<file path="config.mk">
export PLATFORM = sky130hd
export DESIGN_NAME = data_mem_responder
export DESIGN_NICKNAME = d
export VERILOG_FILES = /design/src/rtl/data_mem_responder.sv
export SDC_FILE = /design/constraint.sdc
export NUM_CORES = 2
export LEC_CHECK = 0
export ABC_CLOCK_PERIOD_IN_PS = 5900
export CORE_UTILIZATION = 34
export DETAILED_ROUTE_END_ITERATION = 6
export PLACE_DENSITY = 0.5
export SETUP_SLACK_MARGIN = 0.1
export SYNTH_ARGS = -nofsm -noshare
export SYNTH_HDL_FRONTEND = slang
export SYNTH_SLANG_ARGS = --single-unit
</file>
<file path="constraint.sdc">
create_clock -name clk -period 5.9 [get_ports clk]
set_clock_uncertainty 0.15 [all_clocks]
set_input_delay 0.59 -clock clk [delete_from_list [all_inputs] [get_ports clk]]
set_output_delay 0.59 -clock clk [all_outputs]
set_load 0.01 [all_outputs]
</file>
<file path="src/rtl/data_mem_responder.sv">
// data_mem_responder
// Load/store responder for the core's data side. A request is latched in IDLE,
// held for a fixed number of wait states, then answered with a one-cycle
// Ready pulse. Err qualifies Ready when the access is rejected. The RAM is
// word-organised and little-endian, built from four byte-lane arrays with
// registered reads. Byte, half and word accesses are supported.
`timescale 1ns/1ps
module data_mem_responder #(
    parameter int DEPTH_WORDS = 64,
    parameter int LATENCY     = 2
) (
    input  logic        clk,
    input  logic        reset,
    input  logic        MemRead,
    input  logic        MemWrite,
    input  logic [31:0] Address,
    input  logic [31:0] WriteData,
    input  logic [2:0]  Funct3,
    output logic [31:0] ReadData,
    output logic        Ready,
    output logic        Err,
    output logic        Busy
);

    localparam int AW = (DEPTH_WORDS > 1) ? $clog2(DEPTH_WORDS) : 1;
    localparam int CW = $clog2(LATENCY + 1);

    typedef enum logic [1:0] {IDLE, WAIT, RESP} state_t;

    state_t         state_reg, state_next;
    logic [CW-1:0]  cnt_reg, cnt_next;
    logic [31:0]    addr_reg, addr_next;
    logic [31:0]    wdata_reg, wdata_next;
    logic [2:0]     f3_reg, f3_next;
    logic           rd_reg, rd_next;
    logic           wr_reg, wr_next;
    logic           ready_reg, ready_next;
    logic           err_reg, err_next;
    logic [31:0]    rdata_reg, rdata_next;
    logic           busy_reg, busy_next;

    logic           mem_we;
    logic [AW-1:0]  rd_idx;
    logic [AW-1:0]  wr_idx;
    logic [31:0]    ram_q;
    logic [31:0]    store_data;
    logic [3:0]     byte_en;
    logic [31:0]    load_val;
    logic [7:0]     byte_sel;
    logic [15:0]    half_sel;

    logic           op_both;
    logic           f3_bad;
    logic           misalign;
    logic           out_of_range;
    logic           access_err;

    // Rejection rules, all evaluated on the latched request.
    assign op_both      = rd_reg & wr_reg;
    assign f3_bad       = rd_reg ? ((f3_reg == 3'b011) || (f3_reg == 3'b110) || (f3_reg == 3'b111))
                                 : (f3_reg >= 3'b011);
    assign misalign     = ((f3_reg[1:0] == 2'b01) && addr_reg[0]) ||
                          ((f3_reg[1:0] == 2'b10) && (addr_reg[1:0] != 2'b00));
    assign out_of_range = (addr_reg[31:2] >= 30'(DEPTH_WORDS));
    assign access_err   = op_both | f3_bad | misalign | out_of_range;

    // The read port follows the live address while idle so the word is already
    // registered when LATENCY=1 jumps straight to RESP; no write can land
    // between that read and the response because only one access is in flight.
    assign rd_idx = (state_reg == IDLE) ? Address[AW+1:2] : addr_reg[AW+1:2];
    assign wr_idx = addr_reg[AW+1:2];

    genvar gi;
    generate
        for (gi = 0; gi < 4; gi++) begin : g_lane
            logic [7:0] lane_mem [DEPTH_WORDS];
            logic [7:0] lane_q_reg;

            // One byte lane: masked write on the response edge, registered read.
            always_ff @(posedge clk) begin
                if (mem_we && byte_en[gi]) begin
                    lane_mem[wr_idx] <= store_data[gi*8 +: 8];
                end
                lane_q_reg <= lane_mem[rd_idx];
            end

            assign ram_q[gi*8 +: 8] = lane_q_reg;
        end
    endgenerate

    // Store lane replication and byte enables from size and low address bits.
    always_comb begin
        store_data = wdata_reg;
        byte_en    = 4'b1111;
        case (f3_reg[1:0])
            2'b00: begin
                store_data = {4{wdata_reg[7:0]}};
                byte_en    = 4'b0001 << addr_reg[1:0];
            end
            2'b01: begin
                store_data = {2{wdata_reg[15:0]}};
                byte_en    = addr_reg[1] ? 4'b1100 : 4'b0011;
            end
            default: begin
                store_data = wdata_reg;
                byte_en    = 4'b1111;
            end
        endcase
    end

    // Load lane selection followed by sign or zero extension.
    always_comb begin
        byte_sel = ram_q[7:0];
        case (addr_reg[1:0])
            2'b00:   byte_sel = ram_q[7:0];
            2'b01:   byte_sel = ram_q[15:8];
            2'b10:   byte_sel = ram_q[23:16];
            default: byte_sel = ram_q[31:24];
        endcase
        half_sel = addr_reg[1] ? ram_q[31:16] : ram_q[15:0];
        case (f3_reg)
            3'b000:  load_val = {{24{byte_sel[7]}}, byte_sel};
            3'b001:  load_val = {{16{half_sel[15]}}, half_sel};
            3'b010:  load_val = ram_q;
            3'b100:  load_val = {24'b0, byte_sel};
            3'b101:  load_val = {16'b0, half_sel};
            default: load_val = 32'b0;
        endcase
    end

    // State register and registered outputs; reset aborts any access in flight.
    always_ff @(posedge clk or posedge reset) begin
        if (reset) begin
            state_reg <= IDLE;
            cnt_reg   <= '0;
            addr_reg  <= '0;
            wdata_reg <= '0;
            f3_reg    <= '0;
            rd_reg    <= 1'b0;
            wr_reg    <= 1'b0;
            ready_reg <= 1'b0;
            err_reg   <= 1'b0;
            rdata_reg <= '0;
            busy_reg  <= 1'b0;
        end else begin
            state_reg <= state_next;
            cnt_reg   <= cnt_next;
            addr_reg  <= addr_next;
            wdata_reg <= wdata_next;
            f3_reg    <= f3_next;
            rd_reg    <= rd_next;
            wr_reg    <= wr_next;
            ready_reg <= ready_next;
            err_reg   <= err_next;
            rdata_reg <= rdata_next;
            busy_reg  <= busy_next;
        end
    end

    // Next-state and output decode: accept, count wait states, respond.
    always_comb begin
        state_next = state_reg;
        cnt_next   = cnt_reg;
        addr_next  = addr_reg;
        wdata_next = wdata_reg;
        f3_next    = f3_reg;
        rd_next    = rd_reg;
        wr_next    = wr_reg;
        ready_next = 1'b0;
        err_next   = 1'b0;
        rdata_next = '0;
        busy_next  = busy_reg;
        mem_we     = 1'b0;
        case (state_reg)
            IDLE: begin
                if (MemRead || MemWrite) begin
                    addr_next  = Address;
                    wdata_next = WriteData;
                    f3_next    = Funct3;
                    rd_next    = MemRead;
                    wr_next    = MemWrite;
                    busy_next  = 1'b1;
                    if (LATENCY == 1) begin
                        state_next = RESP;
                        cnt_next   = '0;
                    end else begin
                        state_next = WAIT;
                        cnt_next   = CW'(LATENCY - 1);
                    end
                end
            end
            WAIT: begin
                cnt_next = cnt_reg - CW'(1);
                if (cnt_reg == CW'(1)) begin
                    state_next = RESP;
                end
            end
            RESP: begin
                ready_next = 1'b1;
                err_next   = access_err;
                rdata_next = (rd_reg && !access_err) ? load_val : 32'b0;
                mem_we     = wr_reg && !access_err;
                busy_next  = 1'b0;
                cnt_next   = '0;
                state_next = IDLE;
            end
            default: begin
                state_next = IDLE;
                busy_next  = 1'b0;
            end
        endcase
    end

    assign ReadData = rdata_reg;
    assign Ready    = ready_reg;
    assign Err      = err_reg;
    assign Busy     = busy_reg;

endmodule
</file>
==> summary by stage <==
STA
The upper clock frequency limit is 208 MHz. Setup violations remaining at the end of the flow were counted as 0. Summed over all failing endpoints, the final setup total negative slack is 0 ns. The minimum clock period is 4.81 ns. The transition time of the tightest slew-check pin is 1.32 ns. Dividing the final minimum period by the clock period gives 0.816. Setup repair after global routing left no endpoint under its margin. The count of pins over their slew limit came to 0. Measured against its own limit, the worst slew margin works out to 0.115. The final hold violation count is 0.

Global route
The first global-routing pass estimated 403000 um of wire. The aggregate global-route resource usage is 0.215. The overall overflow remaining after global route is 0. The via count of the first global-routing pass is 50.8k. The maximum number of pins on one net before global-route repair is 149. The number of antenna violations at the first check in global routing was 25.

Critical path
The worst setup path is of the reg2reg kind. The depth of the worst register-to-register path is 9. The data arrival at the endpoint of the critical path is 5.49 ns.

STA puts the critical path data required time at 6.57 ns. The worst setup path is launched from a register. The top fanout value on the critical path is 22.

The type of element capturing the critical path is a register.

Pwr
Dividing total power by cell area gives a power density of 549 nW/um2. The leakage power of the design is 0.0313 uW. The overall power is 55500 uW. VDD sags by at most 0.543 mV.

Cells and area
The largest register by flop count is g_lane.lane_mem. After filler insertion, the fill cell instance count of the layout stands at 23.6k. The number of nets in the layout is 5623.

Of the cells placed in the final design, the portion with a size suffix greater than 1 is 0.148. The relative area change from synthesis to final layout is 14.2%. The area occupied by registers is 64900 um2.

Summing all multi-input logic gate instances after layout gives 22500 um2. The flip-flop count of the largest register after layout is 2048.

Synth
The post-synthesis register bit count is 2188. The share of the Yosys chip area taken by registers is 0.731. The Yosys step of the flow raised 0 warnings. The post-synthesis cell count is 5510. Of the post-synthesis cell area, the dominant cell type holds 0.694. The share of async-settable or async-resettable flops after synthesis is 0.0494.

Synthesis produced a netlist with a net count of 5582. Averaged over all synthesized cells, the footprint is 16.1 um2. The largest total area in the synthesized netlist belongs to edfxtp_1. Synthesis instantiated 51 different standard cells from the library. Yosys attributes the largest share of cell area to edfxtp_1, mux4_2, dfrtp_1. In this run the cell area of the synthesized design comes to 88600 um2.

Yosys mapped a number of flops with a built-in enable equal to 2048. Among all flip-flop cells after synthesis, the most frequent one is edfxtp_1.

Clock network
The CTS buffer count is 226. The H-tree was split into 4 levels. The clock-pin transition on the worst setup and hold timing paths is 0.06 ns. The source-to-sink clock delay at the later pin of the worst-skew pair is 0.90 ns. The CTS sink count is 2188.

The buffer depth of the longest clock path is 3. The tree is rooted in a clkbuf_16. TritonCTS built the clock tree.

Gates resized during post-CTS repair numbered 0.

Placed design
The detailed placer's ending HPWL is 177000 um. The routability congestion estimate is 0.827. The count of port buffers added during placement is 105.

Run status
The flow ran to the end, and the final reports show no timing, DRC or antenna violations.

Drt
The routed wire length per instance is 31.2 um. The routed length on met3 is 22500 um. Detailed routing placed a total of 133000 um of wire on met2. The routed layout has 52.7k vias. The DRC violation count after routing is 0. The first routing iteration left 6635 violations. Using the TritonRoute via totals, the vias-per-cell ratio works out to 5.74. The post-detailed-route count of antenna-violating nets is 0. The highest layer touched by signal routing is met5. The routed metal-1 wire length is 122000 um. Wires add up to 287000 um.

For this run, the detailed router's first-pass iteration total came to 7.

Floorplan
The initial core utilization is 0.342. The floorplan row count is 187. The floorplan step set the die height to 513 um. In this run the standard cell core region covers 259000 um2.

The top-level I/O count is 106. The floorplan die width is 513 um. The die covers 263000 um2.

Min path
The number of instances on the worst hold path is 3. The worst min-delay path category is in2reg.

Job
The tool flagged a number of max-cap violations equal to 0.
## layer usage
| metal | GRT usage | up-vias |
|---|---|---|
| li1 | - | 22100 |
| met1 | 0.305 | 27900 |
| met2 | 0.338 | 2363 |
| met3 | 0.0371 | 384 |
| met4 | 0.0639 | 2 |
| met5 | 0 | - |
## area by class of cell
class | instances | share of cell area
antenna | 19 | 0.000470
clock buffer | 302 | 0.0606
clock inverter | 127 | 0.0114
inverter | 11 | 0.000433
multi-input combinational | 2895 | 0.222
sequential | 2188 | 0.641
tap | 3402 | 0.0421
timing repair buffer | 229 | 0.0219
## power by group
part	leakage [uW]	internal (uW)	switching (uW)
Combinational	0.00776	5860	13800
Sequential	0.0200	20700	972
Clock	0.00356	8100	6120
## cells in the mapped netlist, types with 2 or more instances
cell,number
nand2b_1,152
nor3_1,73
mux2i_1,235
or2_2,4
nor4_1,7
buf_1,40
mux4_2,263
nor4b_1,3
nor2b_1,2
nor4bb_1,2
a311oi_1,25
or4_1,34
o211ai_1,329
buf_4,3
dfxtp_1,32
or4b_1,2
a22oi_1,105
buf_2,54
dfrtp_1,108
nand3_1,347
a22o_1,6
o21ai_1,54
nand2_1,336
nor2_1,292
a32o_1,59
a31oi_1,17
a21o_1,2
o21ai_0,263
o211a_1,2
a222oi_1,13
and3_1,4
inv_1,11
nand4_1,66
mux2_2,91
clkbuf_1,319
a21oi_1,93
edfxtp_1,2048
## logic make-up after synthesis
group,Yosys count,share of synthesized area
buffers and inverters,427,0.0190
and+or+nand+nor,1330,0.0712
DFF,2188,0.731
muxes,589,0.105
adders and majority gates,1,0.000141
AOI/OAI and AO/OA,975,0.0733
## worst max-delay path, cell delays in order, from the launching register on
cell     delay (ns)
dfrtp_1        0.90
or2_2          0.43
buf_4          0.43
o21ai_4        0.28
buf_4          0.34
nor2_2         0.82
buf_4          0.39
nand3_1        0.13
o21ai_1        0.56
or4_1          0.21
## stage by stage
stage / area (um2) / cells / hold slack (ns) / utilization / setup WS [ns]
after CTS: 101000 / 9154 / 0.0788 / 0.390 / 1.17
after global placement: 93900 / 8724 / 0.342 / 0.362 / 1.19
after global routing: 101000 / 9155 / 0.142 / 0.390 / 0.997
after detailed placement: 93900 / 8724 / 0.344 / 0.362 / 1.19
final: 101000 / 9173 / 0.133 / 0.390 / 1.09
after floorplan: 88600 / 5510 / 0.278 / - / 1.27
## cell usage in the layout, fill, tap and decap left out, types with 14 or more instances in the layout
cell	netlist	routed
a31oi_1	17	16
mux2_2	91	91
nor3_1	73	72
clkbuf_16	0	231
nand3_1	347	346
dfrtp_1	108	98
nor2_1	292	279
o21ai_0	263	253
dfxtp_1	32	32
clkbuf_1	319	63
o21ai_1	54	50
clkinv_1	0	49
bufinv_16	0	19
nand2b_1	152	152
o211ai_1	329	329
a32o_1	59	59
or4_1	34	34
nand4_1	66	66
o21ai_4	0	14
a311oi_1	25	25
clkdlybuf4s50_1	0	104
buf_12	0	18
a22oi_1	105	105
a21oi_1	93	92
clkinv_2	0	43
mux2i_1	235	233
buf_4	3	105
nand2_1	336	335
edfxtp_1	2048	2048
mux4_2	263	263
diode_2	0	19
## what timing repair did
action                                 in CTS  in global routing
hold buffers                                1                  0
setup buffers                               0                  0
endpoints found under the hold margin      16                  0
## final timing paths
path	startpoint	to	slack, ns
worst max-delay path	state_reg[0]	g_lane[0].lane_q_reg[5]	1.09
worst min-delay path	Address[2]	addr_reg[2]	0.13
worst max register to register	state_reg[0]	g_lane[0].lane_q_reg[5]	1.09
worst min register to register	addr_reg[18]	addr_reg[18]	0.36
max in group asynchronous	reset	addr_reg[2]	3.62
min in group asynchronous	reset	wdata_reg[11]	0.56
No activity file was read; power rests on OpenSTA's default activity.
